### config.mk
export PLATFORM = sky130hd
export DESIGN_NAME = mux_scan_sequencer_flat
export DESIGN_NICKNAME = d
export VERILOG_FILES = /design/src/rtl/mux_scan_sequencer_if.sv /design/src/rtl/mux_scan_sequencer.sv /design/src/flat_wrapper.sv
export SDC_FILE = /design/constraint.sdc
export NUM_CORES = 1
export LEC_CHECK = 0
export ABC_AREA = 1
export CORE_UTILIZATION = 40
export CTS_BUF_LIST = sky130_fd_sc_hd__clkbuf_8
export CTS_CLUSTER_SIZE = 25
export DETAILED_ROUTE_END_ITERATION = 10
export PLACE_DENSITY_LB_ADDON = 0.1
export SLEW_MARGIN = 20
export SYNTH_ARGS = -nofsm -noshare
export SYNTH_HDL_FRONTEND = slang
export SYNTH_SLANG_ARGS = --single-unit
### constraint.sdc
create_clock -name clk -period 2.4 [get_ports clk]
set_input_delay 0.36 -clock clk [delete_from_list [all_inputs] [get_ports clk]]
set_output_delay 0.36 -clock clk [all_outputs]
set_load 0.05 [all_outputs]
### src/rtl/mux_scan_sequencer_if.sv
// Control-side bundle of the mux scan sequencer: launch request, scan
// settings and the busy/done/sample read-back.
interface mux_scan_sequencer_if #(
    parameter int DWELL_W = 8
);
    logic               start;
    logic [DWELL_W-1:0] dwell;
    logic [3:0]         en_mask;
    logic               busy;
    logic               done;
    logic [3:0]         sample;
    logic [3:0]         sample_valid;

    modport master (
        output start,
        output dwell,
        output en_mask,
        input  busy,
        input  done,
        input  sample,
        input  sample_valid
    );

    modport slave (
        input  start,
        input  dwell,
        input  en_mask,
        output busy,
        output done,
        output sample,
        output sample_valid
    );
endinterface

### src/rtl/mux_scan_sequencer.sv
// Steps the 4:1 mux select through the enabled channels, dwells on each,
// and captures the fed-back mux output into a per-channel snapshot.
module mux_scan_sequencer #(
    parameter int DWELL_W = 8
) (
    input  logic                 clk,
    input  logic                 rst_n,
    mux_scan_sequencer_if.slave  ctl,
    input  logic                 mux_x,
    output logic                 sel_a,
    output logic                 sel_b
);

    typedef enum logic [1:0] {
        IDLE  = 2'd0,
        DWELL = 2'd1,
        DONE  = 2'd2
    } state_t;

    state_t             state;
    state_t             nxt_state;
    logic [1:0]         ch;
    logic [1:0]         nxt_ch;
    logic [DWELL_W-1:0] cnt;
    logic [DWELL_W-1:0] nxt_cnt;
    logic [DWELL_W-1:0] dwell_q;
    logic [DWELL_W-1:0] nxt_dwell;
    logic [3:0]         mask_q;
    logic [3:0]         nxt_mask;
    logic [3:0]         smp;
    logic [3:0]         nxt_smp;
    logic [3:0]         vld;
    logic [3:0]         nxt_vld;
    logic               busy_q;
    logic               nxt_busy;
    logic               done_q;
    logic               nxt_done;
    logic [3:0]         above;
    logic               last_hold;

    function automatic logic [1:0] lowest(input logic [3:0] m);
        logic [1:0] idx;
        idx = 2'd3;
        priority case (1'b1)
            m[0]:    idx = 2'd0;
            m[1]:    idx = 2'd1;
            m[2]:    idx = 2'd2;
            default: idx = 2'd3;
        endcase
        return idx;
    endfunction

    // Enabled channels strictly above the current one; empty means last.
    assign above     = mask_q & (4'b1110 << ch);
    assign last_hold = (cnt == dwell_q);

    always_ff @(posedge clk or negedge rst_n) begin
        if (!rst_n) begin
            state <= IDLE;
        end else begin
            state <= nxt_state;
        end
    end

    always_comb begin
        nxt_state = state;
        unique case (state)
            IDLE: begin
                if (ctl.start) begin
                    nxt_state = (ctl.en_mask != 4'b0) ? DWELL : DONE;
                end
            end
            DWELL: begin
                if (last_hold && above == 4'b0) begin
                    nxt_state = DONE;
                end
            end
            DONE:    nxt_state = IDLE;
            default: nxt_state = IDLE;
        endcase
    end

    always_comb begin
        nxt_ch    = ch;
        nxt_cnt   = cnt;
        nxt_dwell = dwell_q;
        nxt_mask  = mask_q;
        nxt_smp   = smp;
        nxt_vld   = vld;
        nxt_busy  = busy_q;
        nxt_done  = 1'b0;
        unique case (state)
            IDLE: begin
                if (ctl.start) begin
                    nxt_smp = 4'b0;
                    nxt_vld = 4'b0;
                    nxt_cnt = '0;
                    if (ctl.en_mask != 4'b0) begin
                        nxt_dwell = ctl.dwell;
                        nxt_mask  = ctl.en_mask;
                        nxt_ch    = lowest(ctl.en_mask);
                        nxt_busy  = 1'b1;
                    end else begin
                        nxt_done = 1'b1;
                    end
                end
            end
            DWELL: begin
                if (last_hold) begin
                    nxt_cnt     = '0;
                    nxt_smp[ch] = mux_x;
                    nxt_vld[ch] = 1'b1;
                    if (above != 4'b0) begin
                        nxt_ch = lowest(above);
                    end else begin
                        nxt_ch   = 2'd0;
                        nxt_busy = 1'b0;
                        nxt_done = 1'b1;
                    end
                end else begin
                    nxt_cnt = cnt + DWELL_W'(1);
                end
            end
            DONE: begin
                nxt_ch   = 2'd0;
                nxt_busy = 1'b0;
            end
            default: begin
                nxt_ch   = 2'd0;
                nxt_busy = 1'b0;
            end
        endcase
    end

    always_ff @(posedge clk or negedge rst_n) begin
        if (!rst_n) begin
            ch      <= 2'd0;
            cnt     <= '0;
            dwell_q <= '0;
            mask_q  <= 4'b0;
            smp     <= 4'b0;
            vld     <= 4'b0;
            busy_q  <= 1'b0;
            done_q  <= 1'b0;
        end else begin
            ch      <= nxt_ch;
            cnt     <= nxt_cnt;
            dwell_q <= nxt_dwell;
            mask_q  <= nxt_mask;
            smp     <= nxt_smp;
            vld     <= nxt_vld;
            busy_q  <= nxt_busy;
            done_q  <= nxt_done;
        end
    end

    assign sel_a            = ch[0];
    assign sel_b            = ch[1];
    assign ctl.busy         = busy_q;
    assign ctl.done         = done_q;
    assign ctl.sample       = smp;
    assign ctl.sample_valid = vld;

endmodule
### src/flat_wrapper.sv
// flat-port wrapper written by rule: the top's interface ports become plain ports
module mux_scan_sequencer_flat 
#(
    parameter int DWELL_W = 8
)
  (clk, rst_n, mux_x, sel_a, sel_b, ctl_start, ctl_dwell, ctl_en_mask, ctl_busy, ctl_done, ctl_sample, ctl_sample_valid);
  mux_scan_sequencer_if #(.DWELL_W(DWELL_W)) ctl_i ();
  input  logic clk;
  input  logic rst_n;
  input  logic mux_x;
  output logic sel_a;
  output logic sel_b;
  input wire logic [$bits(ctl_i.start)-1:0] ctl_start;
  input wire logic [$bits(ctl_i.dwell)-1:0] ctl_dwell;
  input wire logic [$bits(ctl_i.en_mask)-1:0] ctl_en_mask;
  output wire logic [$bits(ctl_i.busy)-1:0] ctl_busy;
  output wire logic [$bits(ctl_i.done)-1:0] ctl_done;
  output wire logic [$bits(ctl_i.sample)-1:0] ctl_sample;
  output wire logic [$bits(ctl_i.sample_valid)-1:0] ctl_sample_valid;
  assign ctl_i.start = ctl_start;
  assign ctl_i.dwell = ctl_dwell;
  assign ctl_i.en_mask = ctl_en_mask;
  assign ctl_busy = ctl_i.busy;
  assign ctl_done = ctl_i.done;
  assign ctl_sample = ctl_i.sample;
  assign ctl_sample_valid = ctl_i.sample_valid;
  mux_scan_sequencer #(.DWELL_W(DWELL_W)) u_core (.clk(clk), .rst_n(rst_n), .ctl(ctl_i), .mux_x(mux_x), .sel_a(sel_a), .sel_b(sel_b));
endmodule
Word-level counts from Yosys, hierarchy flattened
Index checks and enable logic that the tools add are counted.
{"block": "word_totals", "register_bits": 34, "input_bits": 16, "output_inout_bits": 12, "word_cells": 71}
{"block": "classes", "add_sub_neg": 1, "magnitude_cmp": 2, "eq_ne": 7, "n_shift": 1, "mux": 36, "bitwise_logic": 2, "n_reduce_logical": 13}
{"op": "$mux 2", "count": 11}
{"op": "$mux 8", "count": 2}
{"op": "$pmux 4 s2", "count": 2}
{"op": "$pmux 8 s2", "count": 1}
{"op": "$mux 4", "count": 3}
{"op": "$mux 1", "count": 11}
{"op": "$reduce_and 3->1", "count": 3}
{"op": "$add 8x1->8 const B", "count": 1}
{"op": "$eq 8x8->1", "count": 1}
{"op": "$pmux 2 s2", "count": 2}
{"op": "$reduce_bool 4->1", "count": 2}
{"op": "$ne 2x1->1 const B", "count": 3}
{"op": "$and 4x4->4", "count": 1}
{"op": "$bwmux 4", "count": 1}
{"op": "$logic_not 4->1", "count": 1}
{"op": "$ne 2x2->1 const B", "count": 2}
{"op": "$or 4x4->4", "count": 1}
{"op": "$pmux 1 s2", "count": 2}
{"op": "$reduce_and 2->1", "count": 2}
{"op": "$reduce_and 4->1", "count": 1}
{"op": "$shl 4x2->4 const A", "count": 1}
{"op": "$lt 2x3->1 const B", "count": 1}
{"op": "$demux 1 s2", "count": 1}
{"op": "$eq 2x1->1 const B", "count": 1}
{"op": "other kinds (4)", "count": 5}

Logic depth before layout (Yosys ltp)
Gate-level depths: netlist of run 1.
{"block": "depth", "ltp_word": 8, "ltp_mapped": 11, "mapped_depth_nobuf": 10}

Worst setup path after synthesis of run 1
No wires, ideal clock.
{"block": "synth_timing", "path_type": "register to register", "start": "reg u_core.ch[1]", "end": "reg u_core.busy_q (netlist: u_core.ctl.busy)", "setup_time_ps": 120, "t_arrival_ps": 1332, "setup_slack_ps": 948, "stages_incl_launch_ff": 8, "path_buffers": 0, "cell_sequence": "dfrtp_1 > nand2_1 > o21ai_1 > nand2_1 > nand2_1 > nand3_2 > nand2_1 > nand2_1"}
{"block": "synth_between", "elab_chain_cells": 5}
{"item": "start: declaration", "line_no": "mux_scan_sequencer.sv:22", "rtl": "logic [1:0] ch;"}
{"item": "start signal: assignment", "line_no": "mux_scan_sequencer.sv:146", "rtl": "ch <= nxt_ch;"}
{"item": "$shl 4x2->4", "line_no": "mux_scan_sequencer.sv:54", "rtl": "assign above = mask_q & (4'b1110 << ch);"}
{"item": "$and 4x4->4", "line_no": "mux_scan_sequencer.sv:54"}
{"item": "$reduce_bool 4->1", "line_no": "mux_scan_sequencer.sv:113", "rtl": "if (above != 4'b0) begin"}
{"item": "$ne 2x2->1 (no line)"}
{"item": "$reduce_and 4->1 (no line)"}
{"item": "end signal: assignment", "line_no": "mux_scan_sequencer.sv:152", "rtl": "busy_q <= nxt_busy;"}
{"item": "end: declaration", "line_no": "mux_scan_sequencer.sv:34", "rtl": "logic busy_q;"}
Every way passes these cells.
A chain may end at the register's enable or synchronous reset.

Final worst setup path of run 1
{"block": "layout_timing", "start": "reg u_core.ch[0]", "end": "out sel_a"}
{"item": "end: declaration", "line_no": "flat_wrapper.sv:11", "rtl": "output logic sel_a;"}
No word-level cell between the ends.

==> impl_metrics.ini, run 1 <==
[run_status]
outcome = complete, no violations

[die]
die_w_um = 69.4
start_util_pct = 41.7
core_sq_um = 4350
dieArea_sq_um = 4810
num_io_pins = 28
fp-row-count = 24
die_h_um = 69.4

[synth]
syn_avg_cell_area_sq_um = 8.25
synthesis.nets = 237
yosysTopAreaCellShare_pct = 45.5
syn-cell-area_sq_um = 1820
yosysWarnings = 0
yosysTopAreaCell = dfrtp_1
synthTopCellsByArea = dfrtp_1 (45%), nand2_1 (14%), inv_1 (4.8%), nand3_2 (3.3%), a21oi_1 (3.0%)
ys_seq_area_share_pct = 45.5
synthCells = 220
synth-seq-cells = 33
synth.distinct_cells = 30

[detailed_routing]
via_per_inst = 4.73
vias = 1437
routedWlPerCell_um = 11.8
ant_nets = 0
wl_um = 3580
first_pass_iters = 4
drt-initial-drc-count = 70
drc = 0

[setup_path]
end_kind = primary output
crit_cells = 1
critPathSlowestCell = clkdlybuf4s50_1
crit_path_max_incr_delay_ns = 0.84
crit_buf_inv = 1
critical_path.max_fanout = 6
rr_startpoint = u_core.cnt[0]
startpoint = u_core.ch[0]
rr_endpoint = u_core.ch[1]
crit_type = reg2out
critPathRequiredTime_ns = 2.04
cp-endpoint = sel_a
reg2reg_slack_ns = 0.80
arrival_ns = 1.56
startpoint_type = flip-flop
crit_family = buffers and inverters
path_cells = clkdlybuf4s50_1
rr_worst_depth = 10

[timing]
max_freq_mhz = 520
fin_crit_sh_pct = 80.2
worstMarginPinSlew_ns = 0.499
finalSetupViolations = 0
report.final.slew_viol_count = 0
setup_ws_ns = 0.476
setup-tns-final_ns = 0
rsz0062_at_grt = no
period_needed_ns = 1.92
hold_violations = 0
final.setup_skew_ns = 0.00864
fin_hold_ws_ns = 0.475
max_slew_margin_pct = 66.6

[grt]
antenna_found_initial = 0
gr-usage-met2_pct = 24.1
top_usage_layer = met2
grt_max_degree = 34
first_global_vias = 1378
grt_pass1_wl_um = 6290
use_met3_pct = 3.78
grt_util_met1_pct = 23.8
overflow = 0
grt_util_all_layers_pct = 16.6

[clocking]
clkSinkCount = 33
insertion_delay_ns = 0.29
clockBufferDepth = 2
clkTransAtPathRegs_ns = 0.07
ctsHoldBuffers = 0
cts_made_buffers = 5
cts-root-buf = clkbuf_8
cts_max_level = 2
cts_post_setup_buffers_inserted = 0
post_cts_resize_count = 0
cts_tree = built

[cells_and_area]
final_design_area_no_fill_sq_um = 2220
diodes = 0
area_growth_pct = 22.5
final_cell_mix = nand2_1 (67), dfrtp_1 (33), clkdlybuf4s50_1 (27), inv_1 (24), a21oi_1 (11)
fillers = 429
multiInputGateArea_sq_um = 818
nNetsFinal = 268
final_common_cell = nand2_1
ff_latch_area_sq_um = 826
drive_gt1_share_pct = 15.9

[placement]
placed_area_sq_um = 2110
hpwl_um = 2570
place_congestion = 0.776
place_ws_ns = 0.527
port_buffers = 27

[pwr]
power.density_nw_per_um2 = 1460
ir_drop_mv = 0.697
leakagePower_nw = 1.07

[hold_path]
hp-class = reg2reg

[flow_run]
drv_cap = 0
## report_power, final
part | internal [mW] | switching [mW] | total, mW
Clock | 0.334 | 0.208 | 0.542
Combinational | 0.608 | 1.10 | 1.70
Sequential | 0.801 | 0.205 | 1.01
Total | 1.74 | 1.51 | 3.25
## logic make-up (layout without fill, tap and decap cells)
logic type / Yosys count / in the layout / share of synthesized area, %
mux: 3 / 3 / 2.27
flops: 33 / 33 / 45.5
buf+inv: 35 / 67 / 9.44
fa+ha+maj: 1 / 1 / 0.689
simple gates: 109 / 109 / 28.3
xor+xnor: 7 / 7 / 3.38
compound gates: 32 / 32 / 10.4
## cell usage after synthesis, drive strengths merged
cell type   n
dfrtp      33
nand3      14
or2         2
or3         1
nand4       1
xor2        3
xnor2       4
a21oi      12
ha          1
nor3        6
inv        30
buf         5
o21ai      15
mux2        3
nor2       15
nand2      70
o22ai       5
## state kept, by name (all words and copies together), names as in the netlist
register	count
u_core.mask_q	3
u_core.cnt	8
u_core.ctl.done	1
u_core.dwell_q	8
u_core.ctl.sample	4
u_core.ctl.sample_valid	4
u_core.state	2
u_core.ch	2
u_core.ctl.busy	1
## worst min path at each step
stage               depth (start not counted)              endpoint                  from  slack (ns)
floorplan                                   0          u_core.ch[0]                 rst_n        0.06
global placement                            2  u_core.ctl.sample[1]  u_core.ctl.sample[1]        0.46
detailed placement                          2  u_core.ctl.sample[1]  u_core.ctl.sample[1]        0.46
CTS                                         2  u_core.ctl.sample[1]  u_core.ctl.sample[1]        0.48
global route                                2  u_core.ctl.sample[1]  u_core.ctl.sample[1]        0.50
finish                                      2  u_core.ctl.sample[1]  u_core.ctl.sample[1]        0.47
## final cells by class
cell class | instances | share of cell area [%]
clock buffers | 6 | 3.71
clock inverters | 2 | 1.52
inverters | 30 | 5.06
multi-input cells | 152 | 36.8
flip-flops and latches | 33 | 37.1
well taps | 52 | 2.93
repair buffers | 29 | 12.8
## through the flow
step	utilization (%)	total power, mW	cells
2_1_floorplan	-	2.39	220
3_3_place_gp	48.4	2.72	296
3_5_place_dp	48.4	2.74	296
4_1_cts	51.1	3.29	304
5_1_grt	51.1	3.54	304
6_report	51.1	3.25	304
## per-layer routing
metal	share of wire (%)	routed length [um]
met2	41	1480
met1	53	1910
met4	1.7	61
met5	0	0
met3	3.5	124
Note: power is estimated with default switching activity, not from simulation.
==> run 2: changes to the inputs <==
==> constraint.sdc (replaced) <==
create_clock -name clk -period 2 [get_ports clk]
set_input_delay 0.3 -clock clk [delete_from_list [all_inputs] [get_ports clk]]
set_output_delay 0.3 -clock clk [all_outputs]
set_load 0.05 [all_outputs]
==> impl_metrics.ini, run 2 (synthesis results as in run 1) <==
[die]
core_sq_um = 4350
die_w_um = 69.4
die_h_um = 69.4
fp-row-count = 24
dieArea_sq_um = 4810
start_util_pct = 41.7
num_io_pins = 28

[clocking]
ctsHoldBuffers = 0
clkSinkCount = 33
cts_tree = built
clkTransAtPathRegs_ns = 0.07
cts_max_level = 2
cts-root-buf = clkbuf_8
clockBufferDepth = 2
cts_made_buffers = 5
cts_post_setup_buffers_inserted = 0
post_cts_resize_count = 0
insertion_delay_ns = 0.29

[pwr]
power.density_nw_per_um2 = 1750
power_mw = 3.91
leakagePower_nw = 1.07
ir_drop_mv = 0.794

[setup_path]
crit_family = buffers and inverters
cp-endpoint = sel_b
end_kind = primary output
crit_cells = 1
startpoint = u_core.ch[1]
critical_path.max_fanout = 6
crit_path_max_incr_delay_ns = 0.84
rr_startpoint = u_core.cnt[5]
critPathSlowestCell = clkdlybuf4s50_1
arrival_ns = 1.56
startpoint_type = flip-flop
crit_buf_inv = 1
critPathRequiredTime_ns = 1.70
reg2reg_slack_ns = 0.43
crit_type = reg2out
path_cells = clkdlybuf4s50_1
rr_worst_depth = 10
rr_endpoint = u_core.ch[1]

[cells_and_area]
diodes = 0
area_growth_pct = 22.9
drive_gt1_share_pct = 16.2
final_common_cell = nand2_1
reg.largest.list = u_core.cnt: 8 flops, u_core.dwell_q: 8 flops
final_cell_mix = nand2_1 (67), dfrtp_1 (33), clkdlybuf4s50_1 (27), inv_1 (24), a21oi_1 (11)
nNetsFinal = 269
fillers = 431

[timing]
max_freq_mhz = 538
hold_violations = 0
worstMarginPinSlew_ns = 0.497
period_needed_ns = 1.86
report.final.slew_viol_count = 0
finalSetupViolations = 0
final.setup_skew_ns = 0.00924
setup-tns-final_ns = 0
fin_crit_sh_pct = 92.9
setup_ws_ns = 0.143
rsz0062_at_grt = no
max_slew_margin_pct = 66.8

[detailed_routing]
first_pass_iters = 4
routedWlPerCell_um = 11.5
vias = 1421
ant_nets = 0
drt-initial-drc-count = 65
wl_um = 3520
drc = 0
via_per_inst = 4.66

[placement]
place_ws_ns = 0.255
hpwl_um = 2550
place_congestion = 0.812
port_buffers = 27

[hold_path]
hp-class = in2async

[grt]
grt_util_all_layers_pct = 17.1
overflow = 0
grt_max_degree = 34
first_global_vias = 1358
grt_pass1_wl_um = 6440
antenna_found_initial = 0

[run_status]
outcome = complete, no violations

[flow_run]
drv_cap = 0
-- run 2: cell types whose count changed in the layout (fill, tap and decap cells not counted), sizes merged --
cell,delta
buf,+1
-- run 2: area by class of cell --
| cell class | count | area, sq um | share of cell area [%] |
|---|---|---|---|
| sequential | 33 | 826 | 37.0 |
| multi-input combinational | 152 | 818 | 36.7 |
| timing repair buffer | 30 | 293 | 13.1 |
| inverter | 30 | 113 | 5.05 |
| clock buffer | 6 | 82.6 | 3.70 |
| tap | 52 | 65.1 | 2.92 |
| clock inverter | 2 | 33.8 | 1.51 |
-- run 2: where the power goes --
part	internal (mW)	leakage [nW]	switching, mW
logic	0.735	0.598	1.32
registers	0.962	0.410	0.241
clock network	0.401	0.0626	0.249
-- run 2: metrics by stage --
stage / cell area, sq um / util [%] / hold WS [ns] / instances
finish: 2230 / 51.2 / 0.421 / 305
global route: 2230 / 51.2 / 0.465 / 305
CTS: 2230 / 51.2 / 0.434 / 305
detailed placement: 2110 / 48.6 / 0.463 / 297
global placement: 2110 / 48.6 / 0.457 / 297
floorplan: 1820 / - / 0.00441 / 220
-- run 2: per-layer routing --
layer	share of wire, %	up-vias	routed length (um)	GRT usage (%)
li1	-	766	-	-
met1	54	618	1890	25.9
met2	40	29	1420	22.5
met3	4.3	8	153	4.65
met4	1.8	0	65	7.48
met5	0	-	0	0
-- run 2: worst min path at each step --
stage | startpoint | end | slack [ns] | cells past startpoint
final | rst_n | u_core.cnt[5] | 0.42 | 2
after global routing | rst_n | u_core.cnt[5] | 0.47 | 2
after CTS | rst_n | u_core.ctl.done | 0.43 | 2
after detailed placement | u_core.ctl.sample[3] | u_core.ctl.sample[3] | 0.46 | 2
after global placement | u_core.ctl.sample[1] | u_core.ctl.sample[1] | 0.46 | 2
after floorplan | rst_n | u_core.ch[0] | 0.004 | 0
